==> src/rtl/regfile_read_stage_pkg.sv <==
// Pipeline definitions shared by the register-file read stage.
// Holds the default widths of the operand datapath, the register
// address and the stall counter, plus the index of the hard-zero
// register ($0).
package regfile_read_stage_pkg;

  localparam int PIPE_DATA_W = 32;  // operand / register width
  localparam int PIPE_NREGS  = 32;  // architectural registers
  localparam int PIPE_ADDR_W = 5;   // log2(PIPE_NREGS)
  localparam int PIPE_CNT_W  = 16;  // stall counter width

  // $0 always reads as zero and is never a bypass target.
  localparam logic [PIPE_ADDR_W-1:0] REG_ZERO = '0;

endpackage

==> src/rtl/regfile_read_stage_bypass.sv <==
// operand_bypass_mux: combinational source-operand select for one
// read port of the register file.
// Ports:
//   addr                       source register index
//   regs_flat                  flattened register array (reg k at k*DATA_W)
//   ex_wen/ex_is_load/ex_waddr/ex_wdata   EX-stage writer
//   mem_wen/mem_waddr/mem_wdata           MEM-stage writer
//   wb_wen/wb_waddr/wb_wdata              WB-stage writer (array not yet updated)
//   operand                    selected value
// Priority: $0, then EX (non-load only), MEM, WB, array.
module operand_bypass_mux
  import regfile_read_stage_pkg::*;
#(
  parameter int DATA_W = PIPE_DATA_W,
  parameter int NREGS  = PIPE_NREGS,
  parameter int ADDR_W = PIPE_ADDR_W
) (
  input  logic [ADDR_W-1:0]       addr,
  input  logic [DATA_W*NREGS-1:0] regs_flat,
  input  logic                    ex_wen,
  input  logic                    ex_is_load,
  input  logic [ADDR_W-1:0]       ex_waddr,
  input  logic [DATA_W-1:0]       ex_wdata,
  input  logic                    mem_wen,
  input  logic [ADDR_W-1:0]       mem_waddr,
  input  logic [DATA_W-1:0]       mem_wdata,
  input  logic                    wb_wen,
  input  logic [ADDR_W-1:0]       wb_waddr,
  input  logic [DATA_W-1:0]       wb_wdata,
  output logic [DATA_W-1:0]       operand
);

  // Unpack the flat bus so the array read is a plain indexed select.
  logic [DATA_W-1:0] regs [NREGS];

  genvar gi;
  generate
    for (gi = 0; gi < NREGS; gi++) begin : g_unpack
      assign regs[gi] = regs_flat[gi*DATA_W +: DATA_W];
    end
  endgenerate

  logic is_zero;
  logic ex_hit;
  logic mem_hit;
  logic wb_hit;

  assign is_zero = (addr == ADDR_W'(REG_ZERO));
  // A load in EX has no result yet; the hazard logic stalls instead.
  assign ex_hit  = ex_wen && !ex_is_load && (ex_waddr == addr);
  assign mem_hit = mem_wen && (mem_waddr == addr);
  assign wb_hit  = wb_wen && (wb_waddr == addr);

  always_comb begin
    operand = regs[addr];
    if (is_zero) begin
      operand = '0;
    end else if (ex_hit) begin
      operand = ex_wdata;
    end else if (mem_hit) begin
      operand = mem_wdata;
    end else if (wb_hit) begin
      operand = wb_wdata;
    end
  end

endmodule

==> src/rtl/regfile_read_stage.sv <==
// regfile_read_stage: decode-side read of the register file.
// Selects two operands (with EX/MEM/WB bypass), detects load-use
// hazards, and captures operands into the ID/EX register behind a
// valid/ready handshake. Counts hazard-stall cycles (saturating).
// Ports:
//   clk, rst_n             clock, async active-low reset
//   regs_flat              register array contents
//   in_valid / in_ready    decode-side handshake
//   rs_addr, rt_addr       source indices; use_rs/use_rt qualify them
//   ex_*, mem_*, wb_*      bypass sources from later stages
//   out_valid / out_ready  EX-side handshake
//   op_a, op_b             registered operands
//   hazard                 combinational load-use stall
//   stall_count            saturating count of stalled request cycles
module regfile_read_stage
  import regfile_read_stage_pkg::*;
#(
  parameter int DATA_W = PIPE_DATA_W,
  parameter int NREGS  = PIPE_NREGS,
  parameter int ADDR_W = PIPE_ADDR_W,
  parameter int CNT_W  = PIPE_CNT_W
) (
  input  logic                    clk,
  input  logic                    rst_n,
  input  logic [DATA_W*NREGS-1:0] regs_flat,
  input  logic                    in_valid,
  output logic                    in_ready,
  input  logic [ADDR_W-1:0]       rs_addr,
  input  logic [ADDR_W-1:0]       rt_addr,
  input  logic                    use_rs,
  input  logic                    use_rt,
  input  logic                    ex_wen,
  input  logic                    ex_is_load,
  input  logic [ADDR_W-1:0]       ex_waddr,
  input  logic [DATA_W-1:0]       ex_wdata,
  input  logic                    mem_wen,
  input  logic [ADDR_W-1:0]       mem_waddr,
  input  logic [DATA_W-1:0]       mem_wdata,
  input  logic                    wb_wen,
  input  logic [ADDR_W-1:0]       wb_waddr,
  input  logic [DATA_W-1:0]       wb_wdata,
  output logic                    out_valid,
  input  logic                    out_ready,
  output logic [DATA_W-1:0]       op_a,
  output logic [DATA_W-1:0]       op_b,
  output logic                    hazard,
  output logic [CNT_W-1:0]        stall_count
);

  logic [DATA_W-1:0] sel_a;
  logic [DATA_W-1:0] sel_b;

  logic              out_valid_reg;
  logic [DATA_W-1:0] op_a_reg;
  logic [DATA_W-1:0] op_b_reg;
  logic [CNT_W-1:0]  stall_count_reg;

  logic advance;
  logic load_in_ex;
  logic accept;

  operand_bypass_mux #(
    .DATA_W(DATA_W), .NREGS(NREGS), .ADDR_W(ADDR_W)
  ) u_mux_a (
    .addr(rs_addr), .regs_flat(regs_flat),
    .ex_wen(ex_wen), .ex_is_load(ex_is_load), .ex_waddr(ex_waddr), .ex_wdata(ex_wdata),
    .mem_wen(mem_wen), .mem_waddr(mem_waddr), .mem_wdata(mem_wdata),
    .wb_wen(wb_wen), .wb_waddr(wb_waddr), .wb_wdata(wb_wdata),
    .operand(sel_a)
  );

  operand_bypass_mux #(
    .DATA_W(DATA_W), .NREGS(NREGS), .ADDR_W(ADDR_W)
  ) u_mux_b (
    .addr(rt_addr), .regs_flat(regs_flat),
    .ex_wen(ex_wen), .ex_is_load(ex_is_load), .ex_waddr(ex_waddr), .ex_wdata(ex_wdata),
    .mem_wen(mem_wen), .mem_waddr(mem_waddr), .mem_wdata(mem_wdata),
    .wb_wen(wb_wen), .wb_waddr(wb_waddr), .wb_wdata(wb_wdata),
    .operand(sel_b)
  );

  // A load targeting $0 produces nothing anyone can observe, so it never stalls.
  assign load_in_ex = ex_wen && ex_is_load && (ex_waddr != ADDR_W'(REG_ZERO));
  assign hazard     = load_in_ex &&
                      ((use_rs && (rs_addr == ex_waddr)) ||
                       (use_rt && (rt_addr == ex_waddr)));

  // The ID/EX slot can be refilled when it is empty or being drained.
  assign advance  = out_ready || !out_valid_reg;
  assign in_ready = advance && !hazard;
  assign accept   = in_valid && !hazard;

  always_ff @(posedge clk or negedge rst_n) begin
    if (!rst_n) begin
      out_valid_reg <= 1'b0;
      op_a_reg      <= '0;
      op_b_reg      <= '0;
    end else if (advance) begin
      if (accept) begin
        out_valid_reg <= 1'b1;
        op_a_reg      <= sel_a;
        op_b_reg      <= sel_b;
      end else begin
        // Bubble: operands keep their stale values, only valid drops.
        out_valid_reg <= 1'b0;
      end
    end
  end

  // Counts cycles in which a request was blocked by a load-use hazard,
  // regardless of backpressure; sticks at all-ones.
  always_ff @(posedge clk or negedge rst_n) begin
    if (!rst_n) begin
      stall_count_reg <= '0;
    end else if (in_valid && hazard && (stall_count_reg != '1)) begin
      stall_count_reg <= stall_count_reg + CNT_W'(1);
    end
  end

  assign out_valid   = out_valid_reg;
  assign op_a        = op_a_reg;
  assign op_b        = op_b_reg;
  assign stall_count = stall_count_reg;

endmodule
==> config.mk <==
export PLATFORM = sky130hd
export DESIGN_NAME = regfile_read_stage
export DESIGN_NICKNAME = d
export VERILOG_FILES = /design/src/rtl/regfile_read_stage_pkg.sv /design/src/rtl/regfile_read_stage_bypass.sv /design/src/rtl/regfile_read_stage.sv
export SDC_FILE = /design/constraint.sdc
export NUM_CORES = 1
export LEC_CHECK = 0
export BUFFER_PORTS_ARGS = -buffer_cell sky130_fd_sc_hd__buf_2
export CELL_PAD_IN_SITES_DETAIL_PLACEMENT = 0
export CELL_PAD_IN_SITES_GLOBAL_PLACEMENT = 1
export CORE_AREA = 2 2 480 482
export CTS_CLUSTER_SIZE = 10
export DETAILED_ROUTE_END_ITERATION = 7
export DIE_AREA = 0 0 482 484
export PLACE_DENSITY = 0.33
export SYNTH_ARGS = -nofsm -noshare
export SYNTH_HDL_FRONTEND = slang
export SYNTH_SLANG_ARGS = --single-unit
==> constraint.sdc <==
create_clock -name clk -period 3.1 [get_ports clk]
set_clock_uncertainty 0.1 [all_clocks]
set_input_delay 0.465 -clock clk [delete_from_list [all_inputs] [get_ports clk]]
set_output_delay 0.465 -clock clk [all_outputs]
set_load 0.05 [all_outputs]
==> metrics.txt, run 1 <==
outcome finished, final reports clean; pre-CTS WS -0.400 ns; vias in the first global route 28171; CP required between 3 and 4 ns; fmax 330 MHz; row count 176; maximum VDD drop 184 uV; Final HPWL DP 253000 um; placer's final routability congestion estimate 0.895; H-tree depth 3; Area after DPL 34100 um^2; grt total ovfl 0; r2r startpoint out_valid; initial drt markers 2416; most frequent cells in the layout 1228 x buf_2, 493 x mux4_2, 274 x buf_4, 113 x o22ai_1, 101 x mux2i_1; Setup Fix Bufs, Post-CTS 0; pin count of the biggest net entering global routing 76; die area 233000 um^2; Worst-Skew Late Latency roughly 0.4 ns; Filler cells 26058; cell mode on critical path buf_4; Post-Syn Instances about 1800; Period minus WS final 3.03 ns; most common cell after layout, fill and taps aside buf_2; crit share post-route a little over nine tenths; hold_sp in_valid; Worst-path clk slew 0.07 ns; Crit-path slowest cell o22ai_1; power density cells approximately 270 nW/um^2; global-route wire length before repair 343000 um; die extent in x approximately 480 um; R2R setup slack around 0.57 ns; initial core utilization 9.43%; R2R depth 6; Layout Area Growth over Synthesis 61.6%; Clock Path Buffers 2; CTS root buf clkbuf_16; total number of vias 28311; Via density between 4 and 5; critical path endpoint category register; chip height 484 um; Hold Path End stall_count[12]; critical path arrival 3.22 ns; Crit Path Class input pin to register; I/O pins 1238; synthesis warning total 0; Worst path top cell family by delay compound AO/OA/AOI/OAI gates; crit-path max cell delay 0.75 ns; unrepaired setup endpoints after global routing no; Synth Flop Type dfrtp_1; Final WS setup roughly 0.068 ns; Worst slew margin 23.4%; crit path cell chain buf_8, buf_12, buf_4, buf_4, mux4_2, o22ai_1, or4_1, nand3_1, a32o_1; max-cap violations 0; Hold Crit Depth 3; Tot GR Track Use 23.0%; total wire length about 280000 um; FFs w/ async S/R, synth 100%; final count of pins violating max slew 0; Worst Hold Class input pin to register; CTS tree built; worst-path fanout max 19; core area about 230000 um^2; Leakage approximately 14 nW; # clock sinks 81; final hold vios 0; router iterations before antenna repair 5; Seq/Total Area, Yosys a little under a tenth; mapped cell area 21600 um^2; Net Count, Synth 2975; R2R Path End op_a[6]; CTS Buf Count 9; CP Launch Type input pin; Worst Tran Pin Value around 1.1 ns; multi-input logic area 18300 um^2; antenna violations before repair between 400 and 500; Final setup viols 0; I/O Buffers 1237; WL/cell ~44 um; synth unique cells 69; final instance area 34800 um^2; final core occ 15.2%; Post-route DRC 0; post-route ant nets 0; post-synthesis register bit count 81; nets@finish 4345; layout cells sized above 1 between 60% and 70%; buffers plus inverters on the worst setup path 4; Post-synth EDFFs 0; Post-Syn Area per Cell 11.8 um^2; Reg area 2030 um^2
[cell type report]
cell class / count / area share, %
Antenna cell: 150 / 1.08
Clock buffer: 9 / 0.646
Clock inverter: 7 / 0.341
Inverter: 6 / 0.0646
Multi-Input combinational cell: 1499 / 52.6
Sequential cell: 81 / 5.82
Tap cell: 3026 / 10.9
Timing Repair Buffer: 1592 / 28.6
[cells in the mapped netlist (5+ instances only)]
cell | count | area share (%)
nand4_1 | 16 | 0.46
mux2_2 | 7 | 0.37
o221a_1 | 9 | 0.47
nor2_1 | 74 | 1.3
or3_1 | 40 | 1.2
a22oi_1 | 27 | 0.94
mux2i_1 | 101 | 4.7
mux4_1 | 15 | 1.8
buf_2 | 92 | 2.1
or4_1 | 8 | 0.28
nor3_1 | 57 | 1.3
nand2b_1 | 22 | 0.64
nand2_1 | 72 | 1.3
a221o_1 | 12 | 0.56
buf_8 | 5 | 0.35
nor2b_1 | 9 | 0.26
o211ai_1 | 36 | 1.3
nand3_1 | 37 | 0.86
xnor2_1 | 39 | 1.6
clkbuf_1 | 71 | 1.2
o2111ai_1 | 8 | 0.33
and3_1 | 33 | 0.96
a221oi_1 | 49 | 2.0
o21ai_0 | 54 | 1.3
o21ai_1 | 60 | 1.4
buf_6 | 20 | 1.0
mux4_2 | 493 | 52
a22o_1 | 7 | 0.28
xor2_1 | 5 | 0.20
dfrtp_1 | 81 | 9.4
buf_1 | 14 | 0.24
inv_1 | 5 | 0.087
a32o_1 | 19 | 0.88
o22ai_1 | 114 | 3.3
a21oi_1 | 11 | 0.26
and4_1 | 5 | 0.20
buf_4 | 28 | 0.98
[worst min-delay path: stages]
cell     delay [ns]
buf_2          0.13
nand4_1        0.08
xnor2_1        0.06
[metal layers]
layer  track usage (%)  vias up  wire length (um)
met5                 0        -              1500
met2              34.8     1883            119000
met4              5.90      240              9050
met1              30.3    14587            119000
li1                  -    10999                 -
met3              8.98      602             29500
[kinds of logic (layout without fill, tap and decap cells)]
logic type                 after synthesis  after routing  share of synthesized area, %
other                                    0            150                             0
adders and majority gates                1              1                        0.0580
muxes                                  616            616                          58.4
and+or+nand+nor                        392            392                          9.35
buffers and inverters                  239           1614                          6.31
xor gates and xnor gates                45             45                          1.86
AOI/OAI and AO/OA                      445            445                          14.6
DFF                                     81             81                          9.40
[repair_timing]
| item | 4_1_cts | 5_1_grt |
|---|---|---|
| hold buffers | 1 | 0 |
| endpoints found under the setup margin | 0 | 2 |
| resized for setup | 0 | 2 |
| hold endpoints to repair | 6 | 0 |
[how the worst max path moves through the flow]
stage	cells past startpoint	to	slack, ns	from
final	9	op_b[15]	0.07	rt_addr[0]
after floorplan	8	in_ready	0.25	rt_addr[1]
after CTS	10	op_b[12]	0.03	rt_addr[1]
after detailed placement	11	op_a[0]	-0.40	rs_addr[1]
after global routing	10	op_b[5]	0.03	rt_addr[3]
after global placement	10	op_b[12]	-0.42	rt_addr[1]
[power by group]
group          total, mW  leakage [nW]  switching, mW  internal, mW
registers           1.37          1.03          0.141          1.23
clock network       1.37         0.163          0.578         0.788
logic               6.75          12.6           4.02          2.73
[metrics by stage]
stage | TNS [ns] | power, mW | hold WS (ns) | std cells
final | 0 | 9.48 | 0.287 | 6370
after global routing | 0 | 9.91 | 0.298 | 6300
after CTS | 0 | 9.60 | 0.256 | 6220
after detailed placement | -3.65 | 8.19 | 0.211 | 6203
after global placement | -3.77 | 8.18 | 0.214 | 6203
after floorplan | 0 | 4.41 | 0.0694 | 1819
Power figures use the tool's default switching activity.
==> run 2: changes to the inputs <==
--- a/config.mk
+++ b/config.mk
@@ -8,10 +8,11 @@
 export BUFFER_PORTS_ARGS = -buffer_cell sky130_fd_sc_hd__buf_2
 export CELL_PAD_IN_SITES_DETAIL_PLACEMENT = 0
 export CELL_PAD_IN_SITES_GLOBAL_PLACEMENT = 1
-export CORE_AREA = 2 2 480 482
+export CORE_AREA = 2 2 486 488
 export CTS_CLUSTER_SIZE = 10
 export DETAILED_ROUTE_END_ITERATION = 7
-export DIE_AREA = 0 0 482 484
+export DIE_AREA = 0 0 488 490
+export HOLD_SLACK_MARGIN = 0.1
 export PLACE_DENSITY = 0.33
 export SYNTH_ARGS = -nofsm -noshare
 export SYNTH_HDL_FRONTEND = slang
==> constraint.sdc (replaced) <==
create_clock -name clk -period 3.4 [get_ports clk]
set_clock_uncertainty 0.1 [all_clocks]
set_input_delay 0.51 -clock clk [delete_from_list [all_inputs] [get_ports clk]]
set_output_delay 0.51 -clock clk [all_outputs]
set_load 0.05 [all_outputs]
==> run 2 against run 1 <==
Net effect:
- largest power group unchanged
- combinational power down 8.6%
- critical endpoint is now op_a[31]
- setup slack better by 0.21 ns
- highest routed layer unchanged
- hold slack better by 0.046 ns
- critical path depth down 1
==> metrics.txt, run 2 (synthesis gave the netlist of run 1 again) <==
pin count of the biggest net entering global routing 47 (was 76); die area 239000 um^2 (was 233000 um^2); pre-CTS WS -0.0956 ns (was -0.400 ns); die extent in x 488 um (was 482 um); most common cell after layout, fill and taps aside buf_2 (unchanged); Tot GR Track Use 22.6% (was 23.0%); Post-route DRC 0 (unchanged); maximum VDD drop 214 uV (was 184 uV); antenna violations before repair 432 (was 465); Area after DPL 33800 um^2 (was 34100 um^2); Non-Filler Instances 6448 (was 6370); I/O pins 1238 (unchanged); total number of vias 27807 (was 28311); layout cells sized above 1 66.7% (was 67.3%); placer's final routability congestion estimate 0.892 (was 0.895); fmax 320 MHz; multi-input logic area 18300 um^2 (about the same); Final HPWL DP 253000 um (about the same); I/O Buffers 1237 (unchanged); Worst path top cell family by delay simple AND/OR/NAND/NOR gates (was compound AO/OA/AOI/OAI gates); final instance area 34500 um^2 (was 34800 um^2); router iterations before antenna repair 5 (unchanged); CTS Hold Bufs 1 (unchanged); final count of pins violating max slew 0 (unchanged); H-tree depth 3 (unchanged); crit-path max cell delay 0.54 ns (was 0.75 ns); vias in the first global route 27937 (was 28171); Worst-Skew Late Latency 0.38 ns (was 0.40 ns); initial drt markers 2350 (was 2416); Period minus WS final about 3.1 ns; power density cells 248 nW/um^2 (was 272 nW/um^2); initial core utilization 9.21% (was 9.43%); buffers plus inverters on the worst setup path 3 (was 4); Hold Slack 0.333 ns (was 0.287 ns); post-route ant nets 0 (unchanged); grt total ovfl 0 (unchanged); WL/cell 43.4 um (was 43.7 um); Leakage 13.5 nW (was 13.8 nW); CP Launch Type input pin (unchanged); Worst Hold Class input pin to register (unchanged); Final setup viols 0 (unchanged); crit share post-route 91.8%; global-route wire length before repair 344000 um (was 343000 um); Worst-path clk slew 0.10 ns (was 0.07 ns); outcome finished, final reports clean (unchanged); critical path arrival 3.27 ns (was 3.22 ns); unrepaired setup endpoints after global routing no (unchanged); Crit Path Class input pin to register (unchanged); Inst Count DP 6280 (was 6203); CTS root buf clkbuf_16 (unchanged); CTS Buf Count 9 (unchanged); CTS tree built (unchanged); Worst Tran Pin Value 0.903 ns (was 1.15 ns); final hold vios 0 (unchanged); Layout Area Growth over Synthesis 59.9% (was 61.6%); crit path cell chain buf_8, buf_12, buf_12, mux4_2, o22ai_1, nor3_1, nor3_1, o21ai_1 (was buf_8, buf_12, buf_4, buf_4, mux4_2, o22ai_1, or4_1, nand3_1, a32o_1); Via density 4.31 (was 4.44); # clock sinks 81 (unchanged); CP required 3.54 ns (was 3.29 ns); worst-path fanout max 21 (was 19); core area 234000 um^2 (was 229000 um^2); max-cap violations 0 (unchanged); Clock Path Buffers 2 (unchanged); overall power 8.56 mW (was 9.48 mW); nets@finish 4298 (was 4345); Worst slew margin 38.1% (was 23.4%); row count 178 (was 176); Crit-path slowest cell nor3_1 (was o22ai_1); most frequent cells in the layout 1228 x buf_2, 493 x mux4_2, 238 x buf_4, 114 x o22ai_1, 101 x mux2i_1 (was 1228 x buf_2, 493 x mux4_2, 274 x buf_4, 113 x o22ai_1, 101 x mux2i_1); critical path endpoint category register (unchanged); total wire length 280000 um (was 278000 um); Final WS setup 0.278 ns (was 0.0679 ns); Reg area 2030 um^2 (unchanged); Filler cells 26620 (was 26058); chip height 490 um (was 484 um); Setup Fix Bufs, Post-CTS 0 (unchanged); cts repair resizes 0 (unchanged)
## run 2: cell types whose count changed in the layout (fill, tap and decap cells not counted), moves of 2 or more
cell | before | now
buf_4 | 274 | 238
buf_12 | 83 | 72
inv_6 | 0 | 3
bufinv_16 | 3 | 1
clkinvlp_4 | 2 | 0
## run 2: cell type report
| type | instances | area share [%] |
|---|---|---|
| Multi-Input combinational cell | 1499 | 53.1 |
| Clock inverter | 7 | 0.247 |
| Timing Repair Buffer | 1545 | 27.5 |
| Tap cell | 3150 | 11.4 |
| Antenna cell | 151 | 1.10 |
| Clock buffer | 9 | 0.654 |
| Sequential cell | 81 | 5.88 |
| Inverter | 6 | 0.0654 |
## run 2: stage by stage
step / utilization (%) / TNS [ns]
finish: 14.7 / 0
global route: 14.6 / 0
CTS: 14.6 / 0
detailed placement: 14.4 / -0.133
global placement: 14.4 / -0.145
floorplan: - / 0
## run 2: worst reg2reg max path, delay by kind of cell, from the launching register on
family	cells	cell delay [ns]
and+or+nand+nor	4	1.23
xor gates and xnor gates	1	0.12
adders and majority gates	1	0.27
DFF	1	0.48
## run 2: report_power, final
| part | switching [mW] | total [mW] | internal, mW |
|---|---|---|---|
| sequential | 0.133 | 1.25 | 1.12 |
| clock | 0.549 | 1.14 | 0.587 |
| combinational | 3.73 | 6.17 | 2.44 |
## run 2: per-layer routing
metal	global-route usage [%]	share of wire (%)	up-vias
met5	0	0.48	-
met2	34.7	44	1861
met1	29.7	43	14290
met3	8.25	10	539
met4	5.75	3.0	208
li1	-	-	10909
## run 2: path summary, 6_finish.rpt
check | startpoint | endpoint | slack, ns | cells after the start
setup / recovery | rs_addr[0] | op_a[31] | 0.28 | 8
min in group asynchronous | rst_n | stall_count[9] | 0.58 | 2
hold reg to reg | op_a[26] | op_a[26] | 0.38 | 2
max in group asynchronous | rst_n | op_b[23] | 1.85 | 3
hold / removal | ex_wdata[28] | op_a[28] | 0.33 | 3
setup reg to reg | stall_count[0] | stall_count[15] | 1.14 | 6
